===== config.mk =====
export PLATFORM = sky130hd
export DESIGN_NAME = freelist_checkpoint_queue
export DESIGN_NICKNAME = d
export VERILOG_FILES = /design/src/rtl/fs_rename_pkg.sv /design/src/rtl/cp_ring_ptr.sv /design/src/rtl/freelist_checkpoint_queue.sv
export SDC_FILE = /design/constraint.sdc
export NUM_CORES = 1
export LEC_CHECK = 0
export BUFFER_PORTS_ARGS = -buffer_cell sky130_fd_sc_hd__buf_2
export CAP_MARGIN = 20
export CORE_UTILIZATION = 55
export DETAILED_ROUTE_END_ITERATION = 8
export PLACE_DENSITY = 0.75
export SLEW_MARGIN = 20
export SYNTH_ARGS = -nofsm -noshare
export SYNTH_HDL_FRONTEND = slang
export SYNTH_SLANG_ARGS = --single-unit

===== constraint.sdc =====
create_clock -name clk -period 7 [get_ports clk]
set_clock_uncertainty 0.15 [all_clocks]
set_input_delay 0.7 -clock clk [delete_from_list [all_inputs] [get_ports clk]]
set_output_delay 0.7 -clock clk [all_outputs]
set_load 0.02 [all_outputs]

===== src/rtl/fs_rename_pkg.sv =====
// Shared rename-stage constants and the checkpoint entry layout used by the
// free-list checkpoint queue.
package fs_rename_pkg;

   localparam int NUM_CP = 8;
   localparam int CP_LOG = 3;
   localparam int FL_LOG = 7;

   localparam logic [CP_LOG:0] CP_FULL_CNT = (CP_LOG+1)'(NUM_CP);

   typedef struct packed {
      logic              valid;
      logic              resolved;
      logic [FL_LOG-1:0] head;
   } cp_entry_t;

   // Ring distance from b forward to a, mod NUM_CP.
   function automatic logic [CP_LOG-1:0] cp_dist(input logic [CP_LOG-1:0] a,
                                                 input logic [CP_LOG-1:0] b);
      return a - b;
   endfunction

endpackage


===== src/rtl/cp_ring_ptr.sv =====
// Head/tail/occupancy bookkeeping for the checkpoint ring; all arithmetic wraps mod NUM_CP,
// and the extra count bit is what separates full from empty.
module cp_ring_ptr
   import fs_rename_pkg::*;
(
   input  logic              clk,
   input  logic              reset,
   input  logic              i_flush,
   input  logic              i_alloc,
   input  logic              i_retire,
   input  logic              i_rollback,
   input  logic [CP_LOG-1:0] i_rollback_tag,
   output logic [CP_LOG-1:0] o_head,
   output logic [CP_LOG-1:0] o_tail,
   output logic [CP_LOG:0]   o_count
);

   logic [CP_LOG-1:0] r_head;
   logic [CP_LOG-1:0] r_tail;
   logic [CP_LOG:0]   r_count;
   logic [CP_LOG-1:0] w_head_nxt;

   // Head after this cycle's retire, which is applied before any rollback.
   always_comb begin
      w_head_nxt = r_head;
      if (i_retire) begin
         w_head_nxt = r_head + CP_LOG'(1);
      end else begin
         w_head_nxt = r_head;
      end
   end

   // Pointer and occupancy registers.
   always_ff @(posedge clk) begin
      if (!reset || i_flush) begin
         r_head  <= {CP_LOG{1'b0}};
         r_tail  <= {CP_LOG{1'b0}};
         r_count <= {(CP_LOG+1){1'b0}};
      end else if (i_rollback) begin
         r_head  <= w_head_nxt;
         r_tail  <= i_rollback_tag;
         r_count <= {1'b0, cp_dist(i_rollback_tag, w_head_nxt)};
      end else begin
         r_head <= w_head_nxt;
         if (i_alloc) begin
            r_tail <= r_tail + CP_LOG'(1);
         end
         r_count <= r_count + {{CP_LOG{1'b0}}, i_alloc} - {{CP_LOG{1'b0}}, i_retire};
      end
   end

   assign o_head  = r_head;
   assign o_tail  = r_tail;
   assign o_count = r_count;

endmodule


===== src/rtl/freelist_checkpoint_queue.sv =====
// Rename checkpoint queue: snapshots the free-list head per branch and restores it on mispredict.
// Optional statistics counters are enabled with the FL_CP_STATS_EN macro.
module freelist_checkpoint_queue
   import fs_rename_pkg::*;
(
   input  logic              clk,
   input  logic              reset,
   input  logic              stall_i,
   input  logic              recoverFlag_i,
   input  logic              branchValid_i,
   input  logic [FL_LOG-1:0] freeListHead_i,
   output logic [CP_LOG-1:0] allocTag_o,
   output logic              cpFull_o,
   output logic              cpEmpty_o,
   input  logic              resolveValid_i,
   input  logic [CP_LOG-1:0] resolveTag_i,
   input  logic              mispredict_i,
   output logic              ctrlVerified_o,
   output logic              flagRecoverEX_o,
`ifdef FL_CP_STATS_EN
   output logic [15:0]       mispredCnt_o,
   output logic [15:0]       fullStallCnt_o,
`endif
   output logic [FL_LOG-1:0] freeListHeadCp_o
);

   cp_entry_t         r_entry [NUM_CP];
   logic              r_ctrl_verified;
   logic              r_flag_recover;
   logic [FL_LOG-1:0] r_head_cp;

   logic [CP_LOG-1:0] w_head;
   logic [CP_LOG-1:0] w_tail;
   logic [CP_LOG:0]   w_count;
   logic [CP_LOG-1:0] w_dtag;
   logic              w_full;
   logic              w_retire;
   logic              w_hit;
   logic              w_mis_hit;
   logic              w_cor_hit;
   logic              w_alloc;

   // A tag whose entry retires this very cycle counts as already gone.
   always_comb begin
      w_full    = (w_count == CP_FULL_CNT);
      w_retire  = r_entry[w_head].valid & r_entry[w_head].resolved;
      w_hit     = resolveValid_i & r_entry[resolveTag_i].valid
                  & ~(w_retire & (resolveTag_i == w_head));
      w_mis_hit = w_hit & mispredict_i;
      w_cor_hit = w_hit & ~mispredict_i;
      w_alloc   = branchValid_i & ~stall_i & ~w_full & ~w_mis_hit;
      w_dtag    = cp_dist(resolveTag_i, w_head);
   end

   cp_ring_ptr u_ptr (
      .clk            (clk),
      .reset          (reset),
      .i_flush        (recoverFlag_i),
      .i_alloc        (w_alloc),
      .i_retire       (w_retire),
      .i_rollback     (w_mis_hit),
      .i_rollback_tag (resolveTag_i),
      .o_head         (w_head),
      .o_tail         (w_tail),
      .o_count        (w_count)
   );

   // Entry array update; head payloads are deliberately left uncleared on reset.
   always_ff @(posedge clk) begin
      if (!reset || recoverFlag_i) begin
         for (int i = 0; i < NUM_CP; i++) begin
            r_entry[i].valid    <= 1'b0;
            r_entry[i].resolved <= 1'b0;
         end
      end else begin
         for (int i = 0; i < NUM_CP; i++) begin
            if (w_mis_hit && (cp_dist(CP_LOG'(i), w_head) >= w_dtag)) begin
               r_entry[i].valid    <= 1'b0;
               r_entry[i].resolved <= 1'b0;
            end else if (w_retire && (CP_LOG'(i) == w_head)) begin
               r_entry[i].valid    <= 1'b0;
               r_entry[i].resolved <= 1'b0;
            end else if (w_cor_hit && (CP_LOG'(i) == resolveTag_i)) begin
               r_entry[i].resolved <= 1'b1;
            end else if (w_alloc && (CP_LOG'(i) == w_tail)) begin
               r_entry[i].valid    <= 1'b1;
               r_entry[i].resolved <= 1'b0;
               r_entry[i].head     <= freeListHead_i;
            end
         end
      end
   end

   // Resolution pulses towards the free list.
   always_ff @(posedge clk) begin
      if (!reset || recoverFlag_i) begin
         r_ctrl_verified <= 1'b0;
         r_flag_recover  <= 1'b0;
         r_head_cp       <= {FL_LOG{1'b0}};
      end else begin
         r_ctrl_verified <= w_hit;
         r_flag_recover  <= w_mis_hit;
         if (w_mis_hit) begin
            r_head_cp <= r_entry[resolveTag_i].head;
         end else begin
            r_head_cp <= {FL_LOG{1'b0}};
         end
      end
   end

`ifdef FL_CP_STATS_EN
   logic [15:0] r_mispred_cnt;
   logic [15:0] r_full_stall_cnt;

   // Saturating event counters.
   always_ff @(posedge clk) begin
      if (!reset || recoverFlag_i) begin
         r_mispred_cnt    <= 16'h0000;
         r_full_stall_cnt <= 16'h0000;
      end else begin
         if (w_mis_hit && (r_mispred_cnt != 16'hFFFF)) begin
            r_mispred_cnt <= r_mispred_cnt + 16'h0001;
         end
         if (branchValid_i && w_full && (r_full_stall_cnt != 16'hFFFF)) begin
            r_full_stall_cnt <= r_full_stall_cnt + 16'h0001;
         end
      end
   end

   assign mispredCnt_o   = r_mispred_cnt;
   assign fullStallCnt_o = r_full_stall_cnt;
`endif

   assign allocTag_o       = w_tail;
   assign cpFull_o         = w_full;
   assign cpEmpty_o        = (w_count == {(CP_LOG+1){1'b0}});
   assign ctrlVerified_o   = r_ctrl_verified;
   assign flagRecoverEX_o  = r_flag_recover;
   assign freeListHeadCp_o = r_head_cp;

endmodule


* Yosys cells after proc, flatten, opt, wreduce, memory -nomap -nowiden
Memories as Yosys holds them, arrays and structs flattened. A register that Yosys moved wholly into a read port is not among the register bits.
Index checks and enable logic that the tools add are counted.
** Word-level totals
- Bits in registers :: 19
- RAM bits :: 72
- Output and inout port bits :: 14
- Logic and storage cells :: 371
- Memories kept :: 1
** Cells by class
- Add/subtract/negate cells :: 14
- Magnitude comparators :: 8
- Eq/ne operators :: 23
- Mux-type cells :: 207
- Bitwise operators :: 70
- Reduce and logical (&&, ||, !) cells :: 41
** Memories
- r_entry :: depth 8, width 9, read ports 2, clocked after Yosys merged registers in 1, wr ports 8, line freelist_checkpoint_queue.sv:27 : cp_entry_t r_entry [NUM_CP];
** Operators with widths (number)
- two-way mux 1 bit :: 202
- bitwise OR 1 bit :: 56
- == test 3 bit, first input constant :: 12
- logical AND 1 bit :: 32
- greater-or-equal comparator 3 bit :: 8
- == test 2 x 3 -> 1 bit, first input constant :: 6
- two-way mux 3 bit :: 5
- subtractor 3 bit, first input constant :: 4
- AND 1 bit :: 9
- == test 1 x 3 -> 1 bit, first input constant :: 3
- zero test 3 bit :: 3
- adder 3 x 1 -> 3 bit, second input constant :: 2
- subtractor 1 x 3 -> 3 bit, first input constant :: 2
- subtractor 2 x 3 -> 3 bit, first input constant :: 2
- subtractor 3 bit :: 2
- inverter 1 bit :: 5
- adder 4 x 1 -> 4 bit :: 1
- == test 4 bit, second input constant :: 1
- zero test 4 bit :: 1
- OR reduction 2 bit :: 2
- subtractor 4 x 1 -> 4 bit :: 1
- == test 3 bit :: 1
- nonzero test 2 bit :: 1
- zero test 1 bit :: 1
- logical OR 1 bit :: 1

* Logic depth before layout (Yosys ltp)
Gate-level depths: netlist of run 1.
- Depth after elaboration :: 15
- Depth in mapped cells :: 16
- Gate-level depth less buffers :: 16

* By module
A second synthesis of run 1 with hierarchy kept.
** Second synthesis, totals
- Cell total of the unflattened synthesis :: 410
- Area, all modules :: 4986.0 sq um
** Modules (own cells, without submodules)
- freelist_checkpoint_queue :: times used 1, cells an instance 344, area an instance 4364.2 sq um
- cp_ring_ptr :: times used 1, cells an instance 66, area an instance 621.8 sq um

* Least setup slack after synthesis of run 1
No wires, ideal clock.
- Kind :: input to register
- From :: input resolveTag_i[1]
- To :: memory r_entry[6][0] (netlist bit), enable pin
- Arrival time :: 3.590 ns
- Required time :: 6.457 ns
- Slack :: 2.867 ns
- Stages :: 9
- Buffers on the path :: 1
- Cells stage by stage :: buf_1 inv_1 fa_1 xnor2_1 ha_1 inv_1 o21bai_1 a32oi_1 nor4b_1
** RTL lines
- start: declaration :: line freelist_checkpoint_queue.sv:16 : input logic [CP_LOG-1:0] resolveTag_i,
- end: declaration :: line freelist_checkpoint_queue.sv:27

==> results of run 1 <==
==> sequential cells by signal (all words and copies together) (netlist names) <==
signal            count
u_ptr.o_tail          3
u_ptr.o_count         4
ctrlVerified_o        1
r_entry              72
u_ptr.o_head          3
flagRecoverEX_o       1
freeListHeadCp_o      7
==> area by class of cell <==
class                      count  area [um2]
clock buffer                   9         124
tap                          108         135
clock inverter                 7        81.3
multi-input combinational    269        2280
timing repair buffer          35         188
sequential                    91        2530
inverter                      34         128
fill                         695        3300
==> Yosys cell counts, types with 3 or more instances <==
library cell | instances | share of area
a21oi_1 | 16 | 0.016
a31oi_1 | 9 | 0.011
and3_1 | 4 | 0.0050
fa_1 | 3 | 0.012
nand3_1 | 12 | 0.012
and2_1 | 8 | 0.010
mux2i_1 | 7 | 0.014
nand4_1 | 5 | 0.0062
clkbuf_1 | 8 | 0.0060
o211ai_1 | 3 | 0.0045
dfxtp_1 | 20 | 0.080
a211oi_1 | 6 | 0.0090
nor2b_1 | 3 | 0.0037
a32oi_1 | 3 | 0.0052
nand2b_1 | 3 | 0.0037
edfxtp_1 | 71 | 0.42
ha_1 | 33 | 0.082
xnor2_1 | 8 | 0.014
buf_2 | 6 | 0.0060
nor3b_1 | 5 | 0.0075
o21bai_1 | 3 | 0.0045
nor3_1 | 7 | 0.0070
nor4_1 | 8 | 0.010
nand2_1 | 31 | 0.023
buf_1 | 3 | 0.0022
nor2_1 | 23 | 0.017
or3_1 | 3 | 0.0037
inv_1 | 33 | 0.025
nor4b_1 | 3 | 0.0052
o2111a_1 | 5 | 0.011
o21ai_0 | 5 | 0.0050
mux4_2 | 17 | 0.076
==> cell families after synthesis <==
group | Yosys count | share of synthesized area
compound gates | 73 | 0.113
mux | 28 | 0.105
buf+inv | 53 | 0.0421
fa+ha+maj | 36 | 0.0941
flops | 91 | 0.504
xor+xnor | 10 | 0.0174
simple gates | 122 | 0.124
==> critical path, stage by stage <==
cell,delay [ps]
buf_2,570
inv_1,240
ha_1,310
fa_1,380
xnor2_1,660
ha_1,380
nand3_1,90
nand2_1,50
a41oi_1,330
a311o_1,220
a21oi_1,110
a211oi_4,450
a31oi_1,230
==> worst max-delay path by stage <==
stage | from | end | cells past startpoint
after floorplan | resolveTag_i[1] | r_entry[6][0] | 9
after global placement | resolveTag_i[0] | r_entry[0][4] | 13
after detailed placement | resolveTag_i[0] | r_entry[2][0] | 13
after CTS | resolveTag_i[0] | r_entry[3][0] | 13
after global routing | resolveTag_i[0] | r_entry[0][0] | 13
final | resolveTag_i[0] | r_entry[0][0] | 13
==> report_power, final <==
group | internal [uW] | switching, uW
clock network | 142 | 224
registers | 587 | 4.06
logic | 38.4 | 64.1
total | 767 | 292
==> through the flow <==
stage	worst slack [ps]	std cells	power, uW	hold slack, ps	utilization
3_5_place_dp	1810	537	705	332	0.601
4_1_cts	2210	553	1060	346	0.624
3_3_place_gp	1940	537	703	322	0.601
6_report	2160	553	1060	348	0.624
2_1_floorplan	2870	413	673	294	-
5_1_grt	1870	553	1090	367	0.624
==> per-layer routing <==
layer | part of all wire | global-route usage | vias to the layer above
li1 | - | - | 1624
met1 | 0.42 | 0.336 | 1754
met2 | 0.51 | 0.440 | 126
met3 | 0.054 | 0.0396 | 18
met4 | 0.017 | 0.0747 | 0
met5 | 0 | 0 | -
==> impl_metrics.ini, run 1 <==
[routing]
antenna_left = 0
finalWirelength_mm = 11.6
wl_per_cell_um = 20.9
drcViolationCount = 0
via_per_inst = 6.37
drt_iter0_drc = 336
dr.pass1.iters = 5
vias = 3522

[critical_path]
startpoint_type = primary input
r2r-end = r_entry[0][0]
r2r_slack_ps = 2900
cp-end-kind = flop
cp_max_fo = 24
r2r_cells = 11
timing.rr.start = u_ptr.o_head[0]
cp_data_required_time_ps = 6920
crit_type = primary input to flop
cp_data_arrival_time_ps = 4750

[status]
run_status = complete, no violations

[placed_design]
place.gp.congestion = 0.908
dpl_cell_area_um2 = 5260
port_buffers = 30
hpwl_mm = 8.15

[floorplan]
die_h_um = 97.6
core_area_um2 = 8760
fp.dieW_um = 97.6
ios = 31
start_util = 0.573
rows = 34
dieArea_um2 = 9520

[clocking]
cts_num_sinks = 91
clkSlewWorstSetupHoldPaths_ps = 100
cts_hold_buf = 0
htreeDepth = 3
numCtsBuffers = 9
cts_root_buf = clkbuf_8
post_cts_buffers = 0
cts_tree = yes
clk_path_buf_depth = 2
ctsResizeCount = 0
clk_latency_ps = 370

[yosys]
synth_cell_type_count = 62
synthCells = 413
synth_area_um2 = 5020
synth_seq_cells = 91
synth_edf_count = 71
synthArstFlopShare = 0
ys.warnings.count = 0
avgSynthCellArea_um2 = 12.2
synthFlopType = edfxtp_1
synth_fp_nets = 466
yosysSeqAreaShare = 0.504

[min_path]
min_from = r_entry[0][8]
hp-class = flop to flop
min_to = r_entry[0][8]
hold_path_depth = 2

[cells_and_area]
n_antenna_cell = 0
finalNetCount = 493
layout_commonest_cell = edfxtp_1
syn2layout_area_growth_pct = 8.84
final_cell_mix = edfxtp_1, inv_1, ha_1, nand2_1, buf_2
drive_above_1_share = 0.175
design_area_um2 = 5470

[timing]
setup_tns_ps = 0
relSlewSlack = 0.407
tightest_slew_ps = 890
drv_slew = 0
finalHoldViolCount = 0
min_period_over_period = 0.691
min_period_ps = 4840
grt_setup_unrepaired = false
setup_viol = 0
max_clock_freq_mhz = 207

[global_route]
antenna_found_initial = 0
grt_usage = 0.256
grt_overflow_total = 0
grt_pass1_wl_mm = 18.5
grt_pass1_vias = 3514
grt_start_max_net_pins = 34

[pwr]
leakage_uw = 0.00206
p_per_area_nw_per_um2 = 194
vdd_drop_max_mv = 0.194

[flow_run]
drv_cap = 0
Note: power is estimated with default switching activity, not from simulation.
==> inputs of run 2 (changes only) <==
- ABC_AREA: unset -> 1
- clock period: 7 -> 4.96 ns (I/O delays scaled with it)
==> run 2 against run 1 <==
Sequential power up 42%. Design area down 3.7%. First-iteration DRC count unchanged. Register-to-register slack worse by 1700 ps. Critical path type is now flop to flop. Critical endpoint is now r_entry[7][7].
==> impl_metrics.ini, run 2 <==
[clocking]
cts_hold_buf = 0
htreeDepth = 3
clk_latency_ps = 350
cts_num_sinks = 91
cts_root_buf = clkbuf_8
clkSlewWorstSetupHoldPaths_ps = 100
cts_tree = yes
ctsResizeCount = 0
numCtsBuffers = 9
clk_path_buf_depth = 2
post_cts_buffers = 0

[global_route]
grt_pass1_vias = 3486
grt_start_max_net_pins = 23
antenna_found_initial = 0
grt_usage = 0.273
grt_pass1_wl_mm = 18.1
grt_overflow_total = 0

[cells_and_area]
finalNetCount = 582
regMostFlops = r_entry
final_cell_mix = nand2_1, edfxtp_1, inv_1, nor2_1
finalNonFillerCells = 639
drive_above_1_share = 0.129
layout_commonest_cell = nand2_1
n_antenna_cell = 0
seq_area_um2 = 2530
fillCellCount = 686
largest_register_ff_count = 72
syn2layout_area_growth_pct = 9.24
multiInputGateArea_um2 = 1960

[critical_path]
r2r_slack_ps = 1160
cp_max_fo = 13
cp-end-kind = flop
cp_data_required_time_ps = 4890
critPathLaunch = u_ptr.o_head[1]
startpoint_type = flop
cp_data_arrival_time_ps = 3730
slowest_stage = nor3_2
critPathTopFamily = simple AND/OR/NAND/NOR gates
slowest_delay_ps = 600
crit_chain = inv_1, ha_1, nand2_1, nor2_1, nand3_1, nand3_2, nand2_2, inv_1, nand3_1, nor3_2, nor3_2, nand2_1
timing.rr.start = u_ptr.o_head[1]
crit_type = flop to flop
worst-path-buf-inv = 2

[routing]
wl_per_cell_um = 18.2
dr.pass1.iters = 5
finalWirelength_mm = 11.6
drcViolationCount = 0
via_per_inst = 5.90
drt_iter0_drc = 336
antenna_left = 0
vias = 3768

[timing]
min_period_over_period = 0.766
drv_slew = 0
max_clock_freq_mhz = 263
holdWs_ps = 213
finalHoldViolCount = 0
setup_tns_ps = 0
setup_viol = 0
grt_setup_unrepaired = false
min_period_ps = 3800
tightest_slew_ps = 771
relSlewSlack = 0.485

[yosys]
synth_top_area_share = 0.442
synth_edf_count = 71
yosysSeqAreaShare = 0.526
synth_area_um2 = 4820
synth_area_leader_cell = edfxtp_1
synth_fp_nets = 550
synth_area_leaders = edfxtp_1, ha_1, dfxtp_1
synth_commonest_cells = nand2_1, edfxtp_1, inv_1, nor2_1
synth.most_common_cell = nand2_1
synthCells = 497
synthFlopType = edfxtp_1
avgSynthCellArea_um2 = 9.69
synth_seq_cells = 91
ys.warnings.count = 0
synth_cell_type_count = 36
synthArstFlopShare = 0

[pwr]
vdd_drop_max_mv = 0.116
leakage_uw = 0.00221
p_total_uw = 1490
p_per_area_nw_per_um2 = 283

[floorplan]
ios = 31
core_area_um2 = 8340
fp.dieW_um = 95.6
start_util = 0.578
die_h_um = 95.6
rows = 33
dieArea_um2 = 9140

[status]
run_status = complete, no violations

[placed_design]
hpwl_mm = 8.28
dpl.cell_count = 623
place.gp.congestion = 0.921
port_buffers = 30

[min_path]
min_from = freeListHead_i[4]
hp-class = primary input to flop

[flow_run]
drv_cap = 0
==> run 2: changes by cell type in the layout (fill, tap and decap cells not counted), moves of 17 or more <==
cell     before  now
nand2_1      31   76
inv_1        33   69
a22oi_1       2   28
nor2_1       23   48
nand3_1      12   33
mux4_2       17    0
==> run 2: cell families after synthesis <==
group,after synthesis,synth area share
XOR/XNOR,5,0.00909
AO/OA/AOI/OAI,80,0.106
adder cells (fa/ha/maj),36,0.0982
flip-flops,91,0.526
buffers and inverters,86,0.0686
AND/OR/NAND/NOR,199,0.193
==> run 2: cell type report <==
class	count	area share
flip-flops and latches	91	0.481
multi-input cells	320	0.372
inverters	74	0.0528
repair buffers	33	0.0328
clock buffers	10	0.0261
well taps	105	0.0250
clock inverters	6	0.0107
==> run 2: per-stage QoR <==
step                      cell area [um2]  utilization  setup slack [ps]
final                                5260        0.631              1160
after global routing                 5260        0.631               869
after CTS                            5260        0.631              1250
after detailed placement             5070        0.608              1010
after global placement               5070        0.608              1130
after floorplan                      4820            -              1670
==> run 2: path summary, 6_finish.rpt <==
check,to,depth (start not counted)
min,r_entry[4][4],1
min reg2reg,r_entry[0][8],2
max reg2reg,r_entry[7][7],12
max,r_entry[7][7],12
==> run 2: power by group <==
group	internal [uW]	total, uW	leakage, uW	switching, uW
clock network	207	491	0.0000969	285
registers	831	839	0.000849	7.84
logic	51.0	160	0.00127	109
total	1090	1490	0.00221	402
==> run 2: metal layers <==
layer	up-vias	global-route usage	wire [um]
li1	1771	-	-
met2	182	0.414	5230
met4	0	0.0933	159
met1	1797	0.385	5210
met5	-	0	0
met3	18	0.0614	1010
